===== src/rtl/wash_sched_pkg.sv =====
// Shared types and constants for the wash-program job scheduler and its queue.
package wash_sched_pkg;

    typedef enum logic [2:0] {
        S_IDLE   = 3'd0,
        S_LAUNCH = 3'd1,
        S_ARM    = 3'd2,
        S_RUN    = 3'd3,
        S_FAULT  = 3'd4
    } state_t;

    localparam int unsigned JOB_W = 2;

    // Entry layout: MSB is the double-wash option, LSB the dry-wash option.
    typedef struct packed {
        logic dbl;
        logic dry;
    } job_t;

    localparam logic [7:0] JOBS_SAT = 8'hFF;
    localparam logic [3:0] ERRS_SAT = 4'hF;

endpackage


===== src/rtl/wash_job_fifo.sv =====
// DEPTH x 2-bit job queue with push, pop and flush; flush wins over both.
module wash_job_fifo
    import wash_sched_pkg::*;
#(
    parameter int unsigned DEPTH = 4
)(
    input  logic                     clk,
    input  logic                     rst_n,
    input  logic                     push,
    input  logic [JOB_W-1:0]         push_data,
    input  logic                     pop,
    output logic [JOB_W-1:0]         pop_data,
    input  logic                     flush,
    output logic [$clog2(DEPTH):0]   count
);

    localparam int unsigned AW = $clog2(DEPTH);
    localparam int unsigned CW = AW + 1;
    localparam logic [AW-1:0] PTR_ONE = AW'(1);
    localparam logic [CW-1:0] CNT_ONE = CW'(1);

    logic [JOB_W-1:0] mem_q [DEPTH];
    logic [JOB_W-1:0] mem_d [DEPTH];
    logic [AW-1:0]    wr_q, wr_d;
    logic [AW-1:0]    rd_q, rd_d;
    logic [CW-1:0]    count_q, count_d;

    always_comb begin
        mem_d   = mem_q;
        wr_d    = wr_q;
        rd_d    = rd_q;
        count_d = count_q;
        if (flush) begin
            wr_d    = '0;
            rd_d    = '0;
            count_d = '0;
        end else begin
            if (push) begin
                mem_d[wr_q] = push_data;
                wr_d        = wr_q + PTR_ONE;
            end
            if (pop) begin
                rd_d = rd_q + PTR_ONE;
            end
            case ({push, pop})
                2'b10:   count_d = count_q + CNT_ONE;
                2'b01:   count_d = count_q - CNT_ONE;
                default: count_d = count_q;
            endcase
        end
    end

    always_ff @(posedge clk or negedge rst_n) begin
        if (!rst_n) begin
            mem_q   <= '{default: '0};
            wr_q    <= '0;
            rd_q    <= '0;
            count_q <= '0;
        end else begin
            mem_q   <= mem_d;
            wr_q    <= wr_d;
            rd_q    <= rd_d;
            count_q <= count_d;
        end
    end

    assign pop_data = mem_q[rd_q];
    assign count    = count_q;

endmodule


===== src/rtl/wash_job_scheduler.sv =====
// Queues front-panel wash jobs and sequences them one at a time into the
// Washing_Machine controller (start/config handshake, timeout, counters).
module wash_job_scheduler
    import wash_sched_pkg::*;
#(
    parameter int unsigned DEPTH        = 4,
    parameter int unsigned START_CYCLES = 2,
    parameter int unsigned ACK_TIMEOUT  = 16
)(
    input  logic                   clk,
    input  logic                   rst_n,
    input  logic                   req_valid,
    input  logic                   req_double,
    input  logic                   req_dry,
    output logic                   req_ready,
    input  logic                   abort,
    input  logic                   clear_fault,
    output logic                   wm_start,
    output logic                   wm_double_wash,
    output logic                   wm_dry_wash,
    input  logic                   wm_done,
    input  logic                   wm_error,
    output logic                   busy,
    output logic                   fault,
    output logic                   job_done,
    output logic [$clog2(DEPTH):0] queue_count,
    output logic [7:0]             jobs_completed,
    output logic [3:0]             error_events
);

    localparam int unsigned CW  = $clog2(DEPTH) + 1;
    localparam int unsigned SCW = (START_CYCLES > 1) ? $clog2(START_CYCLES) : 1;
    localparam int unsigned TW  = (ACK_TIMEOUT > 1) ? $clog2(ACK_TIMEOUT) : 1;
    localparam logic [SCW-1:0] LAUNCH_LAST = SCW'(START_CYCLES - 1);
    localparam logic [TW-1:0]  ARM_LAST    = TW'(ACK_TIMEOUT - 1);
    localparam logic [CW-1:0]  FULL_COUNT  = CW'(DEPTH);

    state_t           state_q, state_d;
    job_t             cur_q, cur_d;
    logic [SCW-1:0]   launch_cnt_q, launch_cnt_d;
    logic [TW-1:0]    arm_cnt_q, arm_cnt_d;
    logic             wm_start_q, wm_start_d;
    logic             wm_double_q, wm_double_d;
    logic             wm_dry_q, wm_dry_d;
    logic             job_done_q, job_done_d;
    logic             busy_q, busy_d;
    logic             fault_q, fault_d;
    logic             err_prev_q, err_prev_d;
    logic [7:0]       jobs_q, jobs_d;
    logic [3:0]       errs_q, errs_d;

    logic             push;
    logic             pop;
    logic [JOB_W-1:0] head;
    logic [CW-1:0]    count;

    assign req_ready = (count != FULL_COUNT) && !abort;
    assign push      = req_valid && req_ready;

    wash_job_fifo #(
        .DEPTH (DEPTH)
    ) u_fifo (
        .clk       (clk),
        .rst_n     (rst_n),
        .push      (push),
        .push_data ({req_double, req_dry}),
        .pop       (pop),
        .pop_data  (head),
        .flush     (abort),
        .count     (count)
    );

    // Outputs are registered from the current state, so wm_start trails
    // entry into LAUNCH by one cycle and stays high for START_CYCLES cycles.
    always_comb begin
        state_d      = state_q;
        cur_d        = cur_q;
        launch_cnt_d = launch_cnt_q;
        arm_cnt_d    = arm_cnt_q;
        wm_start_d   = 1'b0;
        wm_double_d  = 1'b0;
        wm_dry_d     = 1'b0;
        job_done_d   = 1'b0;
        jobs_d       = jobs_q;
        pop          = 1'b0;

        case (state_q)
            S_IDLE: begin
                if ((count != '0) && !abort) begin
                    pop          = 1'b1;
                    cur_d        = job_t'(head);
                    launch_cnt_d = '0;
                    state_d      = S_LAUNCH;
                end
            end
            S_LAUNCH: begin
                wm_start_d  = 1'b1;
                wm_double_d = cur_q.dbl;
                wm_dry_d    = cur_q.dry;
                if (launch_cnt_q == LAUNCH_LAST) begin
                    arm_cnt_d = '0;
                    state_d   = S_ARM;
                end else begin
                    launch_cnt_d = launch_cnt_q + SCW'(1);
                end
            end
            S_ARM: begin
                wm_double_d = cur_q.dbl;
                if (!wm_done) begin
                    state_d = S_RUN;
                end else if (arm_cnt_q == ARM_LAST) begin
                    wm_double_d = 1'b0;
                    state_d     = S_FAULT;
                end else begin
                    arm_cnt_d = arm_cnt_q + TW'(1);
                end
            end
            S_RUN: begin
                if (wm_done) begin
                    job_done_d = 1'b1;
                    jobs_d     = (jobs_q == JOBS_SAT) ? jobs_q : jobs_q + 8'd1;
                    state_d    = S_IDLE;
                end else begin
                    wm_double_d = cur_q.dbl;
                end
            end
            S_FAULT: begin
                if (clear_fault) begin
                    state_d = S_IDLE;
                end
            end
            default: begin
                state_d = S_IDLE;
            end
        endcase

        busy_d     = (state_d != S_IDLE);
        fault_d    = (state_d == S_FAULT);
        err_prev_d = wm_error;
        errs_d     = errs_q;
        if (wm_error && !err_prev_q && (errs_q != ERRS_SAT)) begin
            errs_d = errs_q + 4'd1;
        end
    end

    always_ff @(posedge clk or negedge rst_n) begin
        if (!rst_n) begin
            state_q      <= S_IDLE;
            cur_q        <= '0;
            launch_cnt_q <= '0;
            arm_cnt_q    <= '0;
            wm_start_q   <= 1'b0;
            wm_double_q  <= 1'b0;
            wm_dry_q     <= 1'b0;
            job_done_q   <= 1'b0;
            busy_q       <= 1'b0;
            fault_q      <= 1'b0;
            err_prev_q   <= 1'b0;
            jobs_q       <= '0;
            errs_q       <= '0;
        end else begin
            state_q      <= state_d;
            cur_q        <= cur_d;
            launch_cnt_q <= launch_cnt_d;
            arm_cnt_q    <= arm_cnt_d;
            wm_start_q   <= wm_start_d;
            wm_double_q  <= wm_double_d;
            wm_dry_q     <= wm_dry_d;
            job_done_q   <= job_done_d;
            busy_q       <= busy_d;
            fault_q      <= fault_d;
            err_prev_q   <= err_prev_d;
            jobs_q       <= jobs_d;
            errs_q       <= errs_d;
        end
    end

    assign wm_start       = wm_start_q;
    assign wm_double_wash = wm_double_q;
    assign wm_dry_wash    = wm_dry_q;
    assign job_done       = job_done_q;
    assign busy           = busy_q;
    assign fault          = fault_q;
    assign queue_count    = count;
    assign jobs_completed = jobs_q;
    assign error_events   = errs_q;

endmodule


===== config.mk =====
export PLATFORM = sky130hd
export DESIGN_NAME = wash_job_scheduler
export DESIGN_NICKNAME = d
export VERILOG_FILES = /design/src/rtl/wash_sched_pkg.sv /design/src/rtl/wash_job_fifo.sv /design/src/rtl/wash_job_scheduler.sv
export SDC_FILE = /design/constraint.sdc
export NUM_CORES = 1
export LEC_CHECK = 0
export ABC_AREA = 0
export CAP_MARGIN = 10
export CORE_UTILIZATION = 44
export DETAILED_ROUTE_END_ITERATION = 8
export PLACE_DENSITY = 0.74
export SLEW_MARGIN = 30
export SYNTH_ARGS = -nofsm -noshare
export SYNTH_HDL_FRONTEND = slang
export SYNTH_SLANG_ARGS = --single-unit

===== constraint.sdc =====
create_clock -name clk -period 2.5 [get_ports clk]
set_clock_uncertainty 0.15 [all_clocks]
set_input_delay 0.375 -clock clk [delete_from_list [all_inputs] [get_ports clk]]
set_output_delay 0.375 -clock clk [all_outputs]
set_load 0.05 [all_outputs]

After elaboration in Yosys (flattened, before gate mapping)
Cells that the tools add are included.
W data, S select, Z words.
- flip-flop bits (word level): 44
- bits of input ports: 9
- equality and inequality tests: 15
- add/subtract/negate cells: 8
- mux-type cells: 36
- reductions and logical operators: 21
- $lt $le $gt $ge: 3
- bitwise gates (word level): 4
- operator list (kind ; number):
    $mux W3 ; 7
    $pmux W3 S5 ; 1
    $mux W2 ; 7
    $mux W4 ; 3
    $mux W1 ; 11
    $reduce_bool A3 Y1 ; 3
    $add A4 B1 Y4 const B ; 2
    $add A8 B1 Y8 const B ; 1
    $bwmux W8 ; 1
    $eq A8 B8 Y1 const B ; 1
    $ne A2 B2 Y1 const B ; 4
    $pmux W4 S2 ; 1
    $reduce_bool A2 Y1 ; 4
    $eq A3 B2 Y1 const B ; 2
    $eq A3 B3 Y1 const B ; 2
    $ge A3 B3 Y1 const B ; 2
    $logic_and A1 B1 Y1 ; 6
    $not A2 Y3 ; 2
    $pmux W3 S2 ; 1
    $reduce_and A2 Y1 ; 3
    $add A2 B1 Y2 const B ; 2
    $bmux W2 S2 ; 1
    $demux W2 S2 ; 1
    $eq A4 B4 Y1 const B ; 1
    16 further kinds ; 18

Longest topological paths before layout
- word-level depth: 7
- mapped depth: 11
- mapped depth without buffers: 8

Hierarchy
Synthesis repeated with hierarchy kept, for this count alone.
- cell total of the unflattened synthesis: 174
- area total of the unflattened synthesis: 2100.8 um^2
- by module, submodules not included (module ; sequential area each (um^2) ; area each (um^2) ; cells an instance ; times used):
    wash_job_scheduler ; 725.7 ; 1330.0 ; 115 ; 1
    wash_job_fifo ; 375.4 ; 770.7 ; 59 ; 1

Worst setup path before layout
OpenSTA, ideal clock, no wires.
- path kind: register -> register
- from: register u_fifo.count_q[2] (netlist: u_fifo.count[2])
- to: register u_fifo.count_q[2] (netlist: u_fifo.count[2])
- buffers on the path: 1
- required time: 2.225 ns
- slack: -0.459 ns
- cell stages (with the launch flop): 10
- arrival: 2.684 ns
- cells stage by stage: dfrtp_1 > clkdlybuf4s15_1 > nor3b_1 > nor3b_1 > nor2_1 > fa_1 > nand2_1 > mux2_2 > o22ai_1 > a2111oi_0
- word-level cells in the longest chain between the ends: 7
- ends and longest elaborated chain (what ; line ; source):
    start: declaration ; wash_job_fifo.sv:26 ; logic [CW-1:0] count_q, count_d;
    start signal: assignment ; wash_job_fifo.sv:63 ; count_q <= count_d;
    $reduce_bool A3 Y1 ; wash_job_scheduler.sv:89 ; if ((count != '0) && !abort) begin
    $logic_and A1 B1 Y1 ; wash_job_scheduler.sv:89 ;
    $mux W1 ; wash_job_scheduler.sv:89 ;
    $mux W1 ; wash_job_scheduler.sv:87 ; case (state_q)
    $eq A2 B1 Y1 or $eq A2 B2 Y1 (tied branches) ; wash_job_fifo.sv:45 ; case ({push, pop})
    $pmux W3 S2 ; wash_job_fifo.sv:45 ;
    $mux W3 ; wash_job_fifo.sv:33 ; if (flush) begin
Several ways; a longest one is shown, not always the timed one.
A chain may end at the register's enable or synchronous reset.

Final worst setup path
- from: register state_q[0]
- to: register u_fifo.count_q[2] (netlist: u_fifo.count[2])
- word-level cells in the longest chain between the ends: 5
- ends and longest elaborated chain (what ; line ; source):
    start: declaration ; wash_job_scheduler.sv:38 ; state_t state_q, state_d;
    start signal: assignment ; wash_job_scheduler.sv:162 ; state_q <= state_d;
    $logic_not A3 Y1 * ; wash_job_scheduler.sv:87 ;
    $mux W1 * ; wash_job_scheduler.sv:87 ;
    $eq A2 B1 Y1 or $eq A2 B2 Y1 (tied branches) ; wash_job_fifo.sv:45 ;
    $pmux W3 S2 ; wash_job_fifo.sv:45 ;
    $mux W3 ; wash_job_fifo.sv:33 ;
Every way passes the cells marked *; elsewhere a longest branch is shown, timed or not.

==> flow_metrics.env <==
export IMPL_outcome="completed"
export IMPL_fin_setup_tns_ns=0
export IMPL_cts_buffers=5
export IMPL_dpl_worst_slack_ns=-0.285
export IMPL_clk_pin_slew_ns=0.08
export IMPL_fin_cells=297
export IMPL_dp_hpwl_um=2880
export IMPL_clk_latency_ns=0.29
export IMPL_cts_root_buf="clkbuf_8"
export IMPL_tritoncts="yes"
export IMPL_worstSetupStartpointType="flop"
export IMPL_antenna_found_initial=0
export IMPL_drt_pass1_iterations=4
export IMPL_drt_total_wl_um=4000
export IMPL_design_area_sq_um=2740
export IMPL_synth_cell_types=45
export IMPL_boundaryPins=31
export IMPL_cp_max_fo=4
export IMPL_required_ns=2.51
export IMPL_synth_net_count=203
export IMPL_leakage_nw=1.18
export IMPL_async_reset_ff_share_pct=100
export IMPL_fin_nets=246
export IMPL_use_met3_pct=4.17
export IMPL_placementRows=25
export IMPL_grt_busiest_layer="met2"
export IMPL_maxSlewViolCount=0
export IMPL_dp_cells=286
export IMPL_drt_initial_drc_count=63
export IMPL_crit_slowest_cell="or4_4"
export IMPL_gr_total_overflow=0
export IMPL_arrival_ns=2.42
export IMPL_grt_pass1_wl_um=6570
export IMPL_period_minus_slack_ns=2.41
export IMPL_ys_flop_type="dfrtp_1"
export IMPL_final_cell_mix="dfrtp_1 (41), clkdlybuf4s50_1 (27), mux2_2 (14), buf_4 (14), nand2_1 (9)"
export IMPL_clk_path_buf_depth=2
export IMPL_ir_worst_vdd_uv=407
export IMPL_synth_area_per_cell_sq_um=11.7
export IMPL_criticalPathCategory="reg2reg"
export IMPL_gp_congestion=0.798
export IMPL_grt_max_degree=20
export IMPL_dpl_instance_area_sq_um=2590
export IMPL_syn_to_final_growth_pct=25.7
export IMPL_portBuffers=30
export IMPL_hold_class="in2reg"
export IMPL_worst_slack_ns=0.0896
export IMPL_dr_total_vias=1523
export IMPL_cts_htree_levels=2
export IMPL_die_h_um=72.4
export IMPL_drc=0
export IMPL_end_kind="flop"
export IMPL_grt_usage_pct=16.4
export IMPL_layout_drive_gt1_share_pct=23.5
export IMPL_antenna_cells=0
export IMPL_final_common_cell="dfrtp_1"
export IMPL_synth_seq_area_share_pct=50.4
export IMPL_design_core_area_sq_um=4750
export IMPL_die_w_um=72.4
export IMPL_max_freq_ghz=0.415
export IMPL_finalHoldViolCount=0
export IMPL_ys_ff_latch=44
export IMPL_dieArea_sq_um=5250
export IMPL_start_util_pct=45.9
export IMPL_syn_area_sq_um=2180
export IMPL_tightestPinTransition_ns=0.626
export IMPL_ys_warn_count=0
export IMPL_grtUsageMet1_pct=22.9
export IMPL_post_drt_via_cell_ratio=5.13
export IMPL_p_total_mw=3.09
export IMPL_antenna_left=0
export IMPL_slowest_delay_ns=0.52
export IMPL_max_slew_margin_pct=58.0
export IMPL_synth_cells=186
export IMPL_synth_edf_count=0
export IMPL_p_per_area_nw_per_um2=1130
export IMPL_cap_violations=0
export IMPL_crit_chain="or4_4 -> or2_4 -> nor2_4 -> fa_2 -> nand2_1 -> mux2_2 -> o22ai_2 -> a2111oi_2"
export IMPL_finalSetupViolations=0
export IMPL_min_period_over_period_pct=96.4
export IMPL_grt_use_met2_pct=25.1
export IMPL_clkSinkCount=44
export IMPL_detail_route_wl_per_cell_um=13.5
export IMPL_grt_pass1_vias=1364
layout make-up:
| cell class | instances | area, sq um |
|---|---|---|
| Fill cell | 411 | 2010 |
| Sequential cell | 44 | 1100 |
| Multi-Input combinational cell | 125 | 991 |
| Timing Repair Buffer | 45 | 423 |
| Tap cell | 67 | 83.8 |
| Clock buffer | 5 | 68.8 |
| Clock inverter | 3 | 42.5 |
| Inverter | 8 | 30.0 |
state kept, by name, summed over array words and instances, names as in the netlist, 2 cells and up:
signal          cells
cur_q               2
jobs_completed      8
u_fifo.rd_q         2
u_fifo.wr_q         2
u_fifo.mem_q        8
arm_cnt_q           4
state_q             3
u_fifo.count        3
error_events        4
cells by family after synthesis:
kind of cell               count (synthesis)  synth area share (%)
muxes                                     18                  10.2
xor gates and xnor gates                  11                  4.41
DFF                                       44                  50.4
and+or+nand+nor                           58                  15.2
adders and majority gates                  8                  4.93
buffers and inverters                     17                  5.56
AOI/OAI and AO/OA                         30                  9.28
through the flow:
step	hold slack [ns]	utilization [%]
2_1_floorplan	-0.0706	-
3_3_place_gp	0.195	54.5
3_5_place_dp	0.194	54.5
4_1_cts	0.356	57.0
5_1_grt	0.331	57.7
6_report	0.312	57.7
final timing paths:
check / startpoint / to / slack [ns] / cells after the start
max reg2reg: state_q[0]$_DFF_PN0_ / u_fifo.count[2]$_DFFE_PN0P_ / 0.09 / 8
min in group asynchronous: rst_n / jobs_completed[3]$_DFFE_PN0P_ / 0.40 / 2
min reg2reg: error_events[3]$_DFFE_PN0P_ / error_events[3]$_DFFE_PN0P_ / 0.35 / 1
max: state_q[0]$_DFF_PN0_ / u_fifo.count[2]$_DFFE_PN0P_ / 0.09 / 8
min: abort / u_fifo.wr_q[0]$_DFFE_PN0P_ / 0.31 / 3
max in group asynchronous: rst_n / u_fifo.count[2]$_DFFE_PN0P_ / 1.25 / 3
Yosys cell counts, types with 5 or more instances:
master | number | share of area (%)
xnor2_1 | 8 | 3.2
inv_1 | 8 | 1.4
mux2_2 | 14 | 7.2
ha_1 | 7 | 4.0
nand4_1 | 5 | 1.4
nand3_1 | 7 | 1.6
dfrtp_1 | 44 | 50
o21ai_0 | 6 | 1.4
a21oi_1 | 6 | 1.4
nor2_1 | 8 | 1.4
nand2_1 | 9 | 1.5
nand2b_1 | 7 | 2.0
worst max-delay path: cells and delay by family (launching register included):
family | cells | cell delay [ns]
multiplexers | 1 | 0.27
flip-flops | 1 | 0.42
AND/OR/NAND/NOR | 4 | 0.96
AO/OA/AOI/OAI | 2 | 0.20
adder cells (fa/ha/maj) | 1 | 0.26
power by group:
group / switching [mW] / leakage, nW / internal, mW
clock: 0.235 / 0.0541 / 0.295
combinational: 0.779 / 0.566 / 0.613
sequential: 0.219 / 0.558 / 0.952
total: 1.23 / 1.18 / 1.86
timing repair:
| item | CTS | global route |
|---|---|---|
| setup buffers | 0 | 2 |
| setup endpoints to repair | 0 | 1 |
| hold buffers | 1 | 0 |
| endpoints found under the hold margin | 17 | 0 |
| resized for setup | 0 | 5 |
routing by layer:
layer  wire [um]  vias to the layer above
met5           0                        -
met4          38                        0
met3         105                        5
met2        1910                       27
met1        1940                      740
li1            -                      751
Note: power is estimated with default switching activity, not from simulation.
